File: src/rtl/mux_scan.sv
// mux_scan -- registered N:1 channel selector with an output valid/ready
// handshake and an auto-scan mode that round-robins over an enable mask.
//
// Sits between a bank of sampled status/data lanes and a single serial
// consumer such as a logger or debug port.
//
// Parameters:
//   WIDTH     data width per channel
//   CHANNELS  number of input channels (2..256)
//   SEL_W     select / channel-index width, derived from CHANNELS
//
// Ports:
//   clk        system clock, rising edge
//   rst        synchronous active-high reset
//   in         flattened channels, channel k = in[k*WIDTH +: WIDTH]
//   sel        channel select used in direct mode
//   mode       0 = direct, 1 = scan
//   mask       per-channel enable used in scan mode
//   out        registered sample data
//   out_ch     index of the channel held in out
//   out_valid  out/out_ch hold a sample
//   out_ready  consumer accepts the sample
//   out_par    (MUX_SCAN_PARITY_EN only) XOR reduction of the held sample
//
// Optional feature macro: MUX_SCAN_PARITY_EN adds the out_par output.

module mux_scan #(
  parameter int WIDTH    = 1,
  parameter int CHANNELS = 16,
  parameter int SEL_W    = $clog2(CHANNELS)
) (
  input  logic                      clk,
  input  logic                      rst,
  input  logic [CHANNELS*WIDTH-1:0] in,
  input  logic [SEL_W-1:0]          sel,
  input  logic                      mode,
  input  logic [CHANNELS-1:0]       mask,
  output logic [WIDTH-1:0]          out,
  output logic [SEL_W-1:0]          out_ch,
  output logic                      out_valid,
  input  logic                      out_ready
`ifdef MUX_SCAN_PARITY_EN
  ,
  output logic                      out_par
`endif
);

  typedef enum logic [1:0] {
    S_IDLE,
    S_DIRECT,
    S_SCAN
  } state_t;

  localparam logic [SEL_W-1:0] LAST_CH = SEL_W'(CHANNELS - 1);

  state_t           r_state;
  logic [WIDTH-1:0] r_data;
  logic [SEL_W-1:0] r_ch;
  logic             r_valid;
  logic [SEL_W-1:0] r_ptr;
`ifdef MUX_SCAN_PARITY_EN
  logic             r_par;
`endif

  logic [WIDTH-1:0] w_chan [CHANNELS];
  logic             w_lo;
  logic [SEL_W-1:0] w_dirIdx;
  logic             w_hiFound;
  logic [SEL_W-1:0] w_hiIdx;
  logic             w_loFound;
  logic [SEL_W-1:0] w_loIdx;
  logic             w_scanFound;
  logic [SEL_W-1:0] w_scanIdx;
  logic [SEL_W-1:0] w_nextPtr;
  logic             w_loadEn;
  logic [SEL_W-1:0] w_loadIdx;
  logic [WIDTH-1:0] w_loadData;

  // Unpack the flattened input bus into one entry per channel.
  always_comb begin
    for (int k = 0; k < CHANNELS; k++) begin
      w_chan[k] = in[k*WIDTH +: WIDTH];
    end
  end

  // A new sample may be taken whenever the output slot is empty or is
  // being consumed on this edge.
  assign w_lo = !r_valid || out_ready;

  // Out-of-range selects only exist when CHANNELS is not a power of two;
  // they fall back to the last channel.
  generate
    if ((1 << SEL_W) == CHANNELS) begin : g_noClamp
      assign w_dirIdx = sel;
    end else begin : g_clamp
      assign w_dirIdx = (32'(sel) >= 32'(CHANNELS)) ? LAST_CH : sel;
    end
  endgenerate

  // Round-robin search. Scanning downward leaves the lowest set index in
  // each result: hi* covers indices at or above the pointer, lo* covers the
  // whole mask and is used when the search has to wrap to index 0.
  always_comb begin
    w_hiFound = 1'b0;
    w_hiIdx   = '0;
    w_loFound = 1'b0;
    w_loIdx   = '0;
    for (int i = CHANNELS - 1; i >= 0; i--) begin
      if (mask[i]) begin
        w_loFound = 1'b1;
        w_loIdx   = SEL_W'(i);
        if (i >= int'(r_ptr)) begin
          w_hiFound = 1'b1;
          w_hiIdx   = SEL_W'(i);
        end
      end
    end
  end

  assign w_scanFound = w_loFound;
  assign w_scanIdx   = w_hiFound ? w_hiIdx : w_loIdx;
  assign w_nextPtr   = (w_scanIdx == LAST_CH) ? '0 : w_scanIdx + 1'b1;

  // A mode change at a load opportunity spends that opportunity switching,
  // so loads only happen when the mode input agrees with the current state.
  assign w_loadEn   = w_lo && (((r_state == S_DIRECT) && !mode) ||
                               ((r_state == S_SCAN) && mode && w_scanFound));
  assign w_loadIdx  = (r_state == S_SCAN) ? w_scanIdx : w_dirIdx;
  assign w_loadData = w_chan[w_loadIdx];

  // Control FSM and output registers. Nothing moves unless there is a load
  // opportunity, which keeps a stalled sample frozen.
  always_ff @(posedge clk) begin
    if (rst) begin
      r_state <= S_IDLE;
      r_data  <= '0;
      r_ch    <= '0;
      r_valid <= 1'b0;
      r_ptr   <= '0;
`ifdef MUX_SCAN_PARITY_EN
      r_par   <= 1'b0;
`endif
    end else begin
      if (w_loadEn) begin
        r_data  <= w_loadData;
        r_ch    <= w_loadIdx;
        r_valid <= 1'b1;
`ifdef MUX_SCAN_PARITY_EN
        r_par   <= ^w_loadData;
`endif
      end
      if (w_lo) begin
        case (r_state)
          S_IDLE: begin
            r_state <= mode ? S_SCAN : S_DIRECT;
            r_ptr   <= '0;
          end
          S_DIRECT: begin
            if (mode) begin
              r_state <= S_SCAN;
              r_ptr   <= '0;
              r_valid <= 1'b0;
            end
          end
          S_SCAN: begin
            if (!mode) begin
              r_state <= S_DIRECT;
              r_valid <= 1'b0;
            end else if (w_scanFound) begin
              r_ptr   <= w_nextPtr;
            end else begin
              // Empty mask: drop valid but keep the last data and index.
              r_valid <= 1'b0;
            end
          end
          default: begin
            r_state <= S_IDLE;
          end
        endcase
      end
    end
  end

  assign out       = r_data;
  assign out_ch    = r_ch;
  assign out_valid = r_valid;
`ifdef MUX_SCAN_PARITY_EN
  assign out_par   = r_par;
`endif

endmodule

File: config.mk
export PLATFORM = sky130hd
export DESIGN_NAME = mux_scan
export DESIGN_NICKNAME = d
export VERILOG_FILES = /design/src/rtl/mux_scan.sv
export SDC_FILE = /design/constraint.sdc
export NUM_CORES = 1
export LEC_CHECK = 0
export CAP_MARGIN = 40
export CORE_UTILIZATION = 49
export DETAILED_ROUTE_END_ITERATION = 10
export PLACE_DENSITY = 0.78
export SLEW_MARGIN = 20
export SYNTH_ARGS = -nofsm -noshare
export SYNTH_HDL_FRONTEND = slang
export SYNTH_SLANG_ARGS = --single-unit
File: constraint.sdc
create_clock -name clk -period 3.6 [get_ports clk]
set_input_delay 1.08 -clock clk [delete_from_list [all_inputs] [get_ports clk]]
set_output_delay 1.08 -clock clk [all_outputs]
set_load 0.05 [all_outputs]
# --- Yosys cells after proc, flatten, opt, wreduce, memory -nomap -nowiden ---
# Index checks and enable logic that the tools add are counted.
word_totals:
  ff_bits: 12
  in_bits: 40
  output_inout_bits: 6
  word_cells: 154
classes:
  addsub: 1
  order_cmp: 16
  n_eq_ne: 7
  n_mux: 112
  bitwise_logic: 1
  reduce_logical: 12
ops:
  columns: ["cell", "count"]
  rows:
  - ["4-bit 2-to-1 mux", 52]
  - ["1-bit 2-to-1 mux", 53]
  - ["4-bit greater-or-equal comparator (first input constant)", 7]
  - ["3-bit by 4-bit greater-or-equal comparator with 1-bit output (first input constant)", 4]
  - ["4-bit one-hot mux with 3 select lines", 1]
  - ["1-bit by 4-bit greater-or-equal comparator with 1-bit output (first input constant)", 2]
  - ["2-bit by 4-bit greater-or-equal comparator with 1-bit output (first input constant)", 2]
  - ["2-bit inequality test (second input constant)", 4]
  - ["2-bit 2-to-1 mux", 3]
  - ["2-bit one-hot mux with 3 select lines", 1]
  - ["5-bit greater-or-equal comparator (second input constant)", 1]
  - ["4-bit inverter with 5-bit output", 1]
  - ["5-bit AND reduction", 1]
  - ["4-bit by 1-bit adder with 4-bit output (second input constant)", 1]
  - ["1-bit binary-select mux with 4-bit select", 1]
  - ["4-bit equality test (second input constant)", 1]
  - ["1-bit logical AND", 4]
  - ["3-bit AND reduction", 1]
  - ["3-bit nonzero test", 1]
  - ["2-bit by 1-bit equality test with 1-bit output (second input constant)", 1]
  - ["2-bit equality test (second input constant)", 1]
  - ["1-bit logical NOT", 2]
  - ["2-bit logical NOT", 1]
  - ["1-bit logical OR", 2]
  - ["1-bit one-hot mux with 2 select lines", 1]

# --- Depth between registers and ports, before layout ---
# Gate-level depths: netlist of the first run.
logic_depth:
  word_depth: 37
  ltp_mapped: 14

# --- Worst setup path after synthesis of the first run ---
# Ideal clock, no wire load.
synth_path:
  kind: "input-to-reg"
  startpoint: "input port mask[5]"
  endpoint: "register r_data (netlist: out)"
  t_arrival_ps: 3175
  t_required_ps: 3470
  path_slack_ps: 295
  stages: 10
  path_buffers: 1
  cell_sequence: "clkbuf_1 -> or4_1 -> nor2_1 -> nand2_1 -> a311oi_2 -> mux2i_1 -> o211a_1 -> a21bo_2 -> a311oi_1 -> a31oi_1"
synth_via:
  elab_chain_len: 17
  elab_cells_between_ends: 43
  cone_classes: "mux (39); bitwise (1); reduce/logical (3)"
synth_lines:
  columns: ["item", "line", "text"]
  rows:
  - ["start: declaration", "37", "input logic [CHANNELS-1:0] mask,"]
  - ["4-bit 2-to-1 mux or 1-bit 2-to-1 mux (tied branches)", "109", "if (mask[i]) begin"]
  - ["4-bit 2-to-1 mux or 1-bit 2-to-1 mux (tied branches)", "112", "if (i >= int'(r_ptr)) begin"]
  - ["4-bit 2-to-1 mux or 1-bit 2-to-1 mux (tied branches)", "109", null]
  - ["4-bit 2-to-1 mux or 1-bit 2-to-1 mux (tied branches)", "112", null]
  - ["4-bit 2-to-1 mux or 1-bit 2-to-1 mux (tied branches)", "109", null]
  - ["4-bit 2-to-1 mux or 1-bit 2-to-1 mux (tied branches)", "112", null]
  - ["4-bit 2-to-1 mux or 1-bit 2-to-1 mux (tied branches)", "109", null]
  - ["4-bit 2-to-1 mux or 1-bit 2-to-1 mux (tied branches)", "112", null]
  - ["4-bit 2-to-1 mux or 1-bit 2-to-1 mux (tied branches)", "109", null]
  - ["4-bit 2-to-1 mux or 1-bit 2-to-1 mux (tied branches)", "112", null]
  - ["4-bit 2-to-1 mux or 1-bit 2-to-1 mux (tied branches)", "109", null]
  - ["4-bit 2-to-1 mux", "121", "assign w_scanIdx = w_hiFound ? w_hiIdx : w_loIdx;"]
  - ["4-bit 2-to-1 mux", "128", "assign w_loadIdx = (r_state == S_SCAN) ? w_scanIdx : w_dirIdx;"]
  - ["4-bit inverter with 5-bit output (implied by the code)", "129", "assign w_loadData = w_chan[w_loadIdx];"]
  - ["1-bit binary-select mux with 4-bit select", "129", null]
  - ["1-bit 2-to-1 mux (implied by the code) (2 in series)", "129", null]
  - ["end signal: assignment", "145", "r_data <= w_loadData;"]
  - ["end: declaration", "57", "logic [WIDTH-1:0] r_data;"]
# Several ways; a longest one is shown, not always the timed one. The select of a mux whose other input is x is not followed.
# A chain may end at the register's enable or synchronous reset.

# --- Worst setup path in the final report of the first run ---
layout_path:
  startpoint: "input port mask[9]"
  endpoint: "register r_data (netlist: out)"
layout_via:
  elab_chain_len: 25
  elab_cells_between_ends: 67
  cone_classes: "mux (63); bitwise (1); reduce/logical (3)"
layout_lines:
  columns: ["item", "line"]
  rows:
  - ["4-bit 2-to-1 mux or 1-bit 2-to-1 mux (tied branches)", "109"]
  - ["4-bit 2-to-1 mux or 1-bit 2-to-1 mux (tied branches)", "112"]
  - ["4-bit 2-to-1 mux or 1-bit 2-to-1 mux (tied branches)", "109"]
  - ["4-bit 2-to-1 mux or 1-bit 2-to-1 mux (tied branches)", "112"]
  - ["4-bit 2-to-1 mux or 1-bit 2-to-1 mux (tied branches)", "109"]
  - ["4-bit 2-to-1 mux or 1-bit 2-to-1 mux (tied branches)", "112"]
  - ["4-bit 2-to-1 mux or 1-bit 2-to-1 mux (tied branches)", "109"]
  - ["4-bit 2-to-1 mux or 1-bit 2-to-1 mux (tied branches)", "112"]
  - ["(+8 left out)", null]
  - ["4-bit 2-to-1 mux or 1-bit 2-to-1 mux (tied branches)", "109"]
  - ["4-bit 2-to-1 mux or 1-bit 2-to-1 mux (tied branches)", "112"]
  - ["4-bit 2-to-1 mux or 1-bit 2-to-1 mux (tied branches)", "109"]
  - ["4-bit 2-to-1 mux", "121"]
  - ["4-bit 2-to-1 mux", "128"]
  - ["4-bit inverter with 5-bit output (implied by the code)", "129"]
  - ["1-bit binary-select mux with 4-bit select", "129"]
  - ["1-bit 2-to-1 mux (implied by the code) (2 in series)", "129"]
# Several ways; a longest one is shown, not always the timed one. The select of a mux whose other input is x is not followed.

==> results of run 1 <==
[critical path: stages]
cell	delay (ns)
sky130_fd_sc_hd__clkdlybuf4s50_1	0.48
sky130_fd_sc_hd__buf_4	0.17
sky130_fd_sc_hd__nor4_1	0.49
sky130_fd_sc_hd__a21oi_1	0.13
sky130_fd_sc_hd__o221ai_1	0.27
sky130_fd_sc_hd__a211o_1	0.20
sky130_fd_sc_hd__nand2_1	0.13
sky130_fd_sc_hd__o211a_1	0.16
sky130_fd_sc_hd__a21bo_2	0.22
sky130_fd_sc_hd__a311oi_2	0.24
sky130_fd_sc_hd__a31oi_1	0.10
[cell type report]
class / count / area, sq um
Clock buffer: 4 / 36.3
Fill cell: 204 / 507
Inverter: 15 / 56.3
Multi-Input combinational cell: 197 / 1400
Sequential cell: 12 / 240
Tap cell: 44 / 55.1
Timing Repair Buffer: 95 / 838
[synthesized netlist by cell type (all sizes together) (5+ instances only)]
library cell | instances | area, sq um
nand2b | 5 | 31.3
inv | 15 | 56.3
dfxtp | 12 | 240
nand3 | 5 | 25.0
mux2i | 7 | 70.1
nand2 | 16 | 60.1
nor2b | 8 | 50.1
nor3 | 6 | 30.0
a211oi | 10 | 75.1
buf | 5 | 30.0
nor2 | 31 | 116
a21oi | 19 | 95.1
o21ai | 10 | 50.1
[routing by layer]
layer	track usage [%]	wire length (um)	vias up
met5	0	0	-
met4	8.64	116	0
met3	6.71	602	21
met2	52.7	2840	145
met1	45.7	2690	1070
li1	-	-	1081
[how the worst max path moves through the flow]
stage	end	cells after the start	slack, ns
2_1_floorplan	out$_SDFFE_PP0P_	10	0.29
3_3_place_gp	out$_SDFFE_PP0P_	12	-0.24
3_5_place_dp	out$_SDFFE_PP0P_	14	-0.27
4_1_cts	out$_SDFFE_PP0P_	14	0.005
5_1_grt	r_ptr[3]$_SDFFE_PP0P_	12	-0.06
6_report	out$_SDFFE_PP0P_	11	0.08
[registers in the layout, summed over array words and instances (netlist names)]
signal     count
out_ch         4
r_ptr          4
r_state        2
out_valid      1
out            1
[metrics by stage]
stage	instance area, sq um	power, uW	utilization, %
finish	2620	1080	83.8
floorplan	1650	644	-
detailed placement	2480	912	79.3
global placement	2480	899	79.3
CTS	2520	1030	80.4
global route	2620	1150	83.8
[power by group through the flow]
stage / clock network [uW] / registers [uW] / logic [uW]
6_report: 109 / 208 / 768
5_1_grt: 115 / 212 / 820
4_1_cts: 109 / 206 / 710
3_5_place_dp: 0 / 209 / 703
3_3_place_gp: 0 / 207 / 693
2_1_floorplan: 0 / 279 / 365
[cell families after synthesis]
group / synth area share [%]
flip-flops: 14.5
buffers and inverters: 6.14
adder cells (fa/ha/maj): 3.64
multiplexers: 8.33
AO/OA/AOI/OAI: 40.3
AND/OR/NAND/NOR: 26.5
XOR/XNOR: 0.530
[repair_timing]
| item | CTS | global route |
|---|---|---|
| hold buffers | 0 | 0 |
| setup buffers | 0 | 1 |
| endpoints found under the setup margin | 0 | 5 |
| gates resized for setup | 0 | 27 |
==> impl_table.tex, run 1 <==
\begin{tabular}{lr}
\hline
Metric & Value \\
\hline
\multicolumn{2}{l}{\textbf{Outcome}} \\
Result of the run & finished clean \\
\multicolumn{2}{l}{\textbf{Clock tree}} \\
Number of clock sinks & 12 \\
Clock tree buffer depth & 2 \\
Clock-pin slew on the worst setup and hold paths & approximately 0.080 ns \\
Clock Latency Late Sink & $\sim$0.28 ns \\
Number of clock buffers inserted by TritonCTS & 3 \\
TritonCTS clock tree & built \\
Number of H-tree levels & 1 \\
CTS root buf & sky130\_fd\_sc\_hd\_\_clkbuf\_4 \\
\multicolumn{2}{l}{\textbf{Floorplanning}} \\
Core Footprint & 3130 sq um \\
Placement Rows & 20 \\
Initial Utilization & a little over half \\
Number of primary I/O pins & 46 \\
Die extent in x & roughly 60 um \\
Y dimension of the die & around 60 um \\
Die Area & around 3600 sq um \\
\multicolumn{2}{l}{\textbf{Global route}} \\
Largest net degree at the start of global routing & 16 \\
Global-route wire length before repair & 9120 um \\
Overflow left after global routing & 0 \\
Antenna violations before repair & 0 \\
Overall fraction of global-route tracks in use & roughly a third \\
Number of global-route vias before repair & approximately 2100 \\
\multicolumn{2}{l}{\textbf{Power}} \\
Sequential Power Share & between 10\% and 20\% \\
Relative contribution of the clock network to total power & 10.1\% \\
Static Leakage & 0.00108 uW \\
Share of total power consumed by net switching & a little under half \\
Combinational share of power & between 70\% and 80\% \\
Power density normalized to cell area & slightly above 400 nW/um\^{}2 \\
Peak ir drop on the vdd network & roughly 0.00041 V \\
Pint & between 500 and 600 uW \\
Switching pwr & a little over 500 uW \\
\multicolumn{2}{l}{\textbf{Logic synthesis}} \\
Ys flop type & sky130\_fd\_sc\_hd\_\_dfxtp\_1 \\
Cell count after synthesis & approximately 230 \\
Count of flip-flops with a built-in enable after synthesis & 0 \\
Number of synthesized register bits & 12 \\
Asr flop ratio synth & 0\% \\
Cell area after synthesis & $\sim$1700 sq um \\
Post-Synthesis Mean Instance Area & between 7 and 8 sq um \\
Part of the Yosys area used for sequential elements & 14.5\% \\
Count of cell types in the netlist & 62 \\
YS warnings & 0 \\
Synthesized netlist net count & roughly 280 \\
\multicolumn{2}{l}{\textbf{Worst setup path}} \\
Data required time of the worst path & 3.77 ns \\
Worst flop-to-flop path endpoint & out\$\_SDFFE\_PP0P\_ \\
Arrival @ worst endpoint & roughly 3.7 ns \\
Maximum fanout along the worst path & 5 \\
Start-to-end type of the worst setup path & in2reg \\
Slack of the worst reg-to-reg path & 0.60 ns \\
Startpoint of the most critical setup path & mask[9] \\
Origin of the critical flop-to-flop path & r\_ptr[0]\$\_SDFFE\_PP0P\_ \\
Category of the worst setup path capture point & flip-flop \\
Depth of the worst register-to-register path & 10 \\
Category of the worst setup path launch point & input pin \\
\multicolumn{2}{l}{\textbf{Min path}} \\
Worst min path class & reg2reg \\
Worst hold stages & 2 \\
Capture endpoint of the worst hold path & out\_ch[3]\$\_SDFFE\_PP0P\_ \\
Startpoint of the most critical hold path & out\_ch[3]\$\_SDFFE\_PP0P\_ \\
\multicolumn{2}{l}{\textbf{Final layout}} \\
Commonest non-fill, non-tap cells in the layout & sky130\_fd\_sc\_hd\_\_buf\_4, sky130\_fd\_sc\_hd\_\_clkdlybuf4s50\_1, sky130\_fd\_sc\_hd\_\_nor2\_1 \\
Post-Layout Cell Count & around 370 \\
Area delta synth->final & 58.7\% \\
Most frequent standard cell in the layout excluding fill and tap cells & sky130\_fd\_sc\_hd\_\_buf\_4 \\
Share of post-route cells with drive strength above 1 & between 20\% and 30\% \\
Final layout net count & $\sim$370 \\
Ant. Diodes & 0 \\
\multicolumn{2}{l}{\textbf{Place}} \\
Dpl hpwl & around 4400 um \\
Placer congestion estimate & a little under 0.9 \\
Cells after DPL & about 360 \\
Number of input and output port buffers inserted & between 40 and 50 \\
DP Worst Slack & -0.271 ns \\
\multicolumn{2}{l}{\textbf{STA}} \\
Worst-case setup margin in the final layout & 0.0768 ns \\
Max\_slew headroom & 60.2\% \\
Setup TNS & 0 ns \\
Finish-stage setup viols & 0 \\
Period utilisation layout & about 98\% \\
Clk\_skew & between 0.006 and 0.007 ns \\
Highest achievable clock rate & about 280 MHz \\
Minimum period implied by the final worst setup slack & roughly 3.5 ns \\
Hold violation count in the final report & 0 \\
Worst-margin pin slew & between 0.5 and 0.6 ns \\
Count of pins over their slew limit & 0 \\
Post-Route Hold Slack & between 0.5 and 0.6 ns \\
\multicolumn{2}{l}{\textbf{Drt}} \\
Total number of vias & approximately 2300 \\
First-pass DRT Iterations & 5 \\
Total Wirelength & approximately 6300 um \\
DRC violations left & 0 \\
Final ANT Viol Nets & 0 \\
Drt initial violations & approximately 270 \\
Ratio of routed vias to standard cells & $\sim$6.3 \\
Average detailed-routed wire length per instance & 17.0 um \\
\multicolumn{2}{l}{\textbf{Flow run}} \\
Maxcap violations & 0 \\
\hline
\end{tabular}
(Power assumes the default switching activity.)
==> inputs of run 2 (changes only) <==
- CELL_PAD_IN_SITES_DETAIL_PLACEMENT: not set -> 0
- CELL_PAD_IN_SITES_GLOBAL_PLACEMENT: not set -> 1
- CORE_UTILIZATION: 49 -> 34
- RECOVER_POWER: not set -> 25
==> impl_table.tex, run 2 (same netlist as run 1, synthesis figures left out) <==
\begin{tabular}{lr}
\hline
Metric & Value \\
\hline
\multicolumn{2}{l}{\textbf{Final layout}} \\
Post-Layout Cell Count & 382 \\
Share of post-route cells with drive strength above 1 & between 20\% and 30\% \\
Ant. Diodes & 0 \\
Fill cells & between 400 and 500 \\
Multi-input gate area in the final layout & roughly 1400 sq um \\
Area delta synth->final & 65.6\% \\
Sequential cell area & 240 sq um \\
Final layout net count & around 380 \\
Most frequent standard cell in the layout excluding fill and tap cells & sky130\_fd\_sc\_hd\_\_buf\_4 \\
Post-route cell area & between 2000 and 3000 sq um \\
Commonest non-fill, non-tap cells in the layout & sky130\_fd\_sc\_hd\_\_buf\_4, sky130\_fd\_sc\_hd\_\_nor2\_1, sky130\_fd\_sc\_hd\_\_clkdlybuf4s50\_1 \\
\multicolumn{2}{l}{\textbf{Drt}} \\
Average detailed-routed wire length per instance & 15.0 um \\
Final ANT Viol Nets & 0 \\
Drt initial violations & 136 \\
DRC violations left & 0 \\
Total number of vias & around 2200 \\
Ratio of routed vias to standard cells & about 5.6 \\
Total Wirelength & 5720 um \\
First-pass DRT Iterations & 4 \\
\multicolumn{2}{l}{\textbf{Clock tree}} \\
Clock tree buffer depth & 2 \\
Number of clock buffers inserted by TritonCTS & 3 \\
Clock-pin slew on the worst setup and hold paths & $\sim$0.050 ns \\
Quantity of hold-fixing buffers added after cts & 0 \\
Number of H-tree levels & 1 \\
Number of clock sinks & 12 \\
TritonCTS clock tree & built \\
Clock Latency Late Sink & 0.24 ns \\
CTS root buf & sky130\_fd\_sc\_hd\_\_clkbuf\_8 \\
\multicolumn{2}{l}{\textbf{Worst setup path}} \\
Category of the worst setup path launch point & input pin \\
CP Buf/Inv Count & 4 \\
Startpoint of the most critical setup path & mask[8] \\
Largest delay contributor family on the critical path & compound AO/OA/AOI/OAI gates \\
Worst path slowest cell & sky130\_fd\_sc\_hd\_\_clkdlybuf4s50\_1 \\
Chain of cells forming the critical path & clkdlybuf4s50\_1, buf\_4, or2\_2, nor3\_1, a2111o\_1, a211oi\_2, o21bai\_1, buf\_4, ha\_1, buf\_4, a311oi\_2, mux2i\_1, nor2\_1 \\
Crit-path most repeated cell & sky130\_fd\_sc\_hd\_\_buf\_4 \\
Delay of the slowest cell on the worst path & approximately 0.50 ns \\
Data required time of the worst path & roughly 3.8 ns \\
Origin of the critical flop-to-flop path & r\_ptr[1]\$\_SDFFE\_PP0P\_ \\
Arrival @ worst endpoint & around 3.6 ns \\
Category of the worst setup path capture point & flip-flop \\
Maximum fanout along the worst path & 3 \\
Start-to-end type of the worst setup path & in2reg \\
\multicolumn{2}{l}{\textbf{Place}} \\
Placer congestion estimate & between 0.9 and 1 \\
Number of input and output port buffers inserted & 45 \\
Instance area at placement & roughly 2500 sq um \\
Dpl hpwl & 4410 um \\
DP Worst Slack & -0.341 ns \\
Cells after DPL & between 300 and 400 \\
\multicolumn{2}{l}{\textbf{Floorplanning}} \\
Die extent in x & 71.7 um \\
Die Area & 5140 sq um \\
Initial Utilization & a little under two fifths \\
Y dimension of the die & about 72 um \\
Core Footprint & approximately 4500 sq um \\
Placement Rows & 24 \\
Number of primary I/O pins & 46 \\
\multicolumn{2}{l}{\textbf{STA}} \\
Count of pins over their slew limit & 0 \\
Highest achievable clock rate & about 290 MHz \\
Worst-margin pin slew & approximately 0.54 ns \\
Unrepaired setup endpoints after global routing & false \\
Minimum period implied by the final worst setup slack & around 3.5 ns \\
Finish-stage setup viols & 0 \\
Setup TNS & 0 ns \\
Clk\_skew & 0.000994 ns \\
Period utilisation layout & 96.3\% \\
Hold violation count in the final report & 0 \\
Worst-case setup margin in the final layout & roughly 0.13 ns \\
Max\_slew headroom & between 60 and 70\% \\
\multicolumn{2}{l}{\textbf{Global route}} \\
Overflow left after global routing & 0 \\
Global-route wire length before repair & a little over 9000 um \\
Overall fraction of global-route tracks in use & between 20\% and 30\% \\
Antenna violations before repair & 0 \\
Number of global-route vias before repair & approximately 2000 \\
Largest net degree at the start of global routing & 16 \\
\multicolumn{2}{l}{\textbf{Min path}} \\
Worst min path class & reg2reg \\
Startpoint of the most critical hold path & out\_ch[0]\$\_SDFFE\_PP0P\_ \\
\multicolumn{2}{l}{\textbf{Power}} \\
Static Leakage & 0.00119 uW \\
Power density normalized to cell area & 407 nW/um\^{}2 \\
Peak ir drop on the vdd network & approximately 0.00037 V \\
\multicolumn{2}{l}{\textbf{Flow run}} \\
Maxcap violations & 0 \\
\multicolumn{2}{l}{\textbf{Outcome}} \\
Result of the run & finished clean \\
\hline
\end{tabular}
## run 2: stage by stage
step / util, % / total power [uW] / hold WS (ns)
5_1_grt: 60.7 / 1200 / 0.490
2_1_floorplan: - / 644 / 0.532
3_5_place_dp: 56.1 / 920 / 0.477
4_1_cts: 58.5 / 1090 / 0.484
6_report: 60.7 / 1110 / 0.473
3_3_place_gp: 56.1 / 921 / 0.470
## run 2: final cells by class
| cell class | instances | share of cell area, % |
|---|---|---|
| inverters | 15 | 2.06 |
| multi-input cells | 197 | 51.8 |
| clock buffers | 4 | 2.01 |
| repair buffers | 102 | 32.9 |
| well taps | 52 | 2.38 |
| flip-flops and latches | 12 | 8.78 |
## run 2: tightest hold or removal path: cells and delay by family, from the launching register on
family | cells | cell delay [ns]
compound gates | 1 | 0.06
simple gates | 1 | 0.06
flops | 1 | 0.30
## run 2: final timing paths
kind              slack, ns                     end  cells past startpoint
setup / recovery       0.13   r_ptr[0]$_SDFFE_PP0P_                     13
hold / removal         0.47  out_ch[0]$_SDFFE_PP0P_                      2
setup reg to reg       0.65        out$_SDFFE_PP0P_                     11
hold reg to reg        0.47  out_ch[0]$_SDFFE_PP0P_                      2
## run 2: layer usage
layer | wire (um) | track usage (%) | vias up | part of all wire [%]
li1 | - | - | 1082 | -
met1 | 2780 | 32.8 | 1026 | 49
met2 | 2670 | 36.0 | 47 | 47
met3 | 241 | 1.41 | 2 | 4.2
met4 | 17 | 5.66 | 0 | 0.30
met5 | 0 | 0 | - | 0
## run 2: timing repair
item,4_1_cts,5_1_grt
buffers inserted,0,3
hold endpoints to repair,0,0
gates resized for setup,15,23
pin swaps,5,9
endpoints found under the setup margin,3,4
## run 2: power by group
| part | total, uW | switching [uW] | internal, uW |
|---|---|---|---|
| logic | 769 | 424 | 345 |
| clock network | 145 | 48.1 | 96.5 |
| registers | 200 | 28.1 | 171 |
==> inputs of run 3 (changes only) <==
--- a/config.mk
+++ b/config.mk
@@ -14,2 +14,3 @@
 export RECOVER_POWER = 25
+export SETUP_SLACK_MARGIN = 0.15
 export SLEW_MARGIN = 20
--- a/constraint.sdc
+++ b/constraint.sdc
@@ -3,2 +3,2 @@
 set_output_delay 1.08 -clock clk [all_outputs]
-set_load 0.05 [all_outputs]
+set_load 0.1 [all_outputs]
==> impl_table.tex, run 3 (same netlist as run 1, synthesis figures left out) <==
\begin{tabular}{lr}
\hline
Metric & Value \\
\hline
\multicolumn{2}{l}{\textbf{Outcome}} \\
Result of the run & finished clean \\
\multicolumn{2}{l}{\textbf{Clock tree}} \\
TritonCTS clock tree & built \\
Clock-pin slew on the worst setup and hold paths & about 0.050 ns \\
Number of clock buffers inserted by TritonCTS & 3 \\
Quantity of hold-fixing buffers added after cts & 0 \\
CTS root buf & sky130\_fd\_sc\_hd\_\_clkbuf\_8 \\
Number of clock sinks & 12 \\
Clock Latency Late Sink & around 0.24 ns \\
Number of H-tree levels & 1 \\
Clock tree buffer depth & 2 \\
\multicolumn{2}{l}{\textbf{Floorplanning}} \\
Die extent in x & approximately 72 um \\
Placement Rows & 24 \\
Number of primary I/O pins & 46 \\
Core Footprint & 4500 sq um \\
Y dimension of the die & 71.7 um \\
Initial Utilization & between 30\% and 40\% \\
Die Area & 5140 sq um \\
\multicolumn{2}{l}{\textbf{Place}} \\
DP Worst Slack & -0.300 ns \\
Placer congestion estimate & roughly 0.87 \\
Dpl hpwl & between 4000 and 5000 um \\
Number of input and output port buffers inserted & 45 \\
\multicolumn{2}{l}{\textbf{Global route}} \\
Met1 Resource Use GR & 33.3\% \\
Global-route wire length before repair & around 9400 um \\
Met3 capacity usage during global routing & under 10\% \\
Number of global-route vias before repair & roughly 2000 \\
Largest net degree at the start of global routing & 21 \\
Overflow left after global routing & 0 \\
Antenna violations before repair & 0 \\
Overall fraction of global-route tracks in use & between 20 and 25\% \\
Met2 Usage GRT & 35.3\% \\
Top Usage Layer GRT & met2 \\
\multicolumn{2}{l}{\textbf{Final layout}} \\
Sequential cell area & approximately 240 sq um \\
Commonest non-fill, non-tap cells in the layout & sky130\_fd\_sc\_hd\_\_buf\_4, sky130\_fd\_sc\_hd\_\_nor2\_1, sky130\_fd\_sc\_hd\_\_clkdlybuf4s50\_1 \\
Fill cells & 428 \\
Share of post-route cells with drive strength above 1 & between 30 and 40\% \\
Ant. Diodes & 0 \\
Final layout net count & 378 \\
Most frequent standard cell in the layout excluding fill and tap cells & sky130\_fd\_sc\_hd\_\_buf\_4 \\
Area delta synth->final & 66.4\% \\
Multi-input gate area in the final layout & around 1500 sq um \\
\multicolumn{2}{l}{\textbf{STA}} \\
Highest achievable clock rate & roughly 300 MHz \\
Finish-stage setup viols & 0 \\
Max\_slew headroom & between 20\% and 30\% \\
Setup TNS & 0 ns \\
Hold violation count in the final report & 0 \\
Unrepaired setup endpoints after global routing & true \\
Worst-case setup margin in the final layout & 0.295 ns \\
Worst-margin pin slew & 1.17 ns \\
Clk\_skew & about 0.0019 ns \\
Count of pins over their slew limit & 0 \\
Minimum period implied by the final worst setup slack & roughly 3.3 ns \\
Period utilisation layout & about nine tenths \\
\multicolumn{2}{l}{\textbf{Worst setup path}} \\
Data required time of the worst path & $\sim$3.7 ns \\
Category of the worst setup path capture point & flip-flop \\
Start-to-end type of the worst setup path & in2reg \\
Worst path slowest cell & sky130\_fd\_sc\_hd\_\_maj3\_1 \\
Crit-path most repeated cell & sky130\_fd\_sc\_hd\_\_buf\_4 \\
Delay of the slowest cell on the worst path & around 0.37 ns \\
Maximum fanout along the worst path & 5 \\
Origin of the critical flop-to-flop path & r\_ptr[1]\$\_SDFFE\_PP0P\_ \\
Largest delay contributor family on the critical path & compound AO/OA/AOI/OAI gates \\
Chain of cells forming the critical path & dlymetal6s2s\_1, inv\_1, maj3\_1, a211oi\_2, buf\_4, a2bb2oi\_2, a222oi\_1, buf\_4, buf\_4, nor2\_4, inv\_2, buf\_4, a211o\_1, a32oi\_1, a31oi\_1 \\
CP Buf/Inv Count & 7 \\
Critical Path Sink & out\$\_SDFFE\_PP0P\_ \\
Worst flop-to-flop path endpoint & out\$\_SDFFE\_PP0P\_ \\
Arrival @ worst endpoint & around 3.4 ns \\
Category of the worst setup path launch point & input pin \\
Slack of the worst reg-to-reg path & 0.42 ns \\
Cell depth of the worst setup path & 15 \\
Startpoint of the most critical setup path & mask[6] \\
Depth of the worst register-to-register path & 11 \\
\multicolumn{2}{l}{\textbf{Min path}} \\
Startpoint of the most critical hold path & out\_ch[0]\$\_SDFFE\_PP0P\_ \\
Worst min path class & reg2reg \\
\multicolumn{2}{l}{\textbf{Drt}} \\
Total Wirelength & 5680 um \\
Average detailed-routed wire length per instance & about 15 um \\
Drt initial violations & 177 \\
Total number of vias & between 2000 and 2500 \\
Ratio of routed vias to standard cells & approximately 5.7 \\
Final ANT Viol Nets & 0 \\
First-pass DRT Iterations & 4 \\
DRC violations left & 0 \\
\multicolumn{2}{l}{\textbf{Power}} \\
Total Power Consumption & between 1000 and 1500 uW \\
Power density normalized to cell area & roughly 440 nW/um\^{}2 \\
Static Leakage & about 0.0012 uW \\
Peak ir drop on the vdd network & between 0.0004 and 0.0005 V \\
\multicolumn{2}{l}{\textbf{Flow run}} \\
Maxcap violations & 0 \\
\hline
\end{tabular}
run 3: changes by cell type in the layout (fill, tap and decap cells not counted), sizes merged:
cell           change
clkbuf            +10
buf                +6
clkdlybuf4s50      -4
dlygate4sd3        -4
dlymetal6s2s       -4
dlygate4sd2        -1
run 3: power breakdown:
part	switching [uW]	internal, uW
Clock	50.0	96.6
Combinational	507	341
Sequential	42.6	171
run 3: worst min-delay path by stage:
stage	endpoint	slack [ns]	cells past startpoint
global route	out_ch[0]$_SDFFE_PP0P_	0.53	2
floorplan	r_state[1]$_SDFFE_PP0P_	0.53	2
global placement	out_ch[0]$_SDFFE_PP0P_	0.47	2
CTS	out_ch[0]$_SDFFE_PP0P_	0.48	2
finish	out_ch[0]$_SDFFE_PP0P_	0.48	2
detailed placement	out_ch[0]$_SDFFE_PP0P_	0.47	2
run 3: layout make-up:
class                      instances  share of cell area, %
tap                               52                   2.37
timing repair buffer             105                   31.6
inverter                          15                   2.05
multi-input combinational        197                   53.3
sequential                        12                   8.74
clock buffer                       4                   2.00
run 3: metrics by stage:
step	util, %	hold slack [ns]	instance area [sq um]	instances
2_1_floorplan	-	0.532	1650	233
3_3_place_gp	55.1	0.472	2480	371
3_5_place_dp	55.1	0.471	2480	371
4_1_cts	59.7	0.480	2690	379
5_1_grt	61.0	0.526	2750	385
6_report	61.0	0.476	2750	385
run 3: timing repair:
item / in CTS / in global routing
pin swaps: 18 / 14
endpoints found under the setup margin: 5 / 5
setup buffers: 4 / 6
gates resized for setup: 39 / 35
run 3: per-layer routing:
metal	vias to the layer above	routed length [um]
li1	1094	-
met1	1030	2740
met2	56	2610
met3	6	274
met4	0	55
met5	-	0
run 3: tightest hold or removal path, cell delays in order (launching register included):
cell	delay, ns
sky130_fd_sc_hd__dfxtp_1	0.31
sky130_fd_sc_hd__nand2b_1	0.06
sky130_fd_sc_hd__a21oi_1	0.06
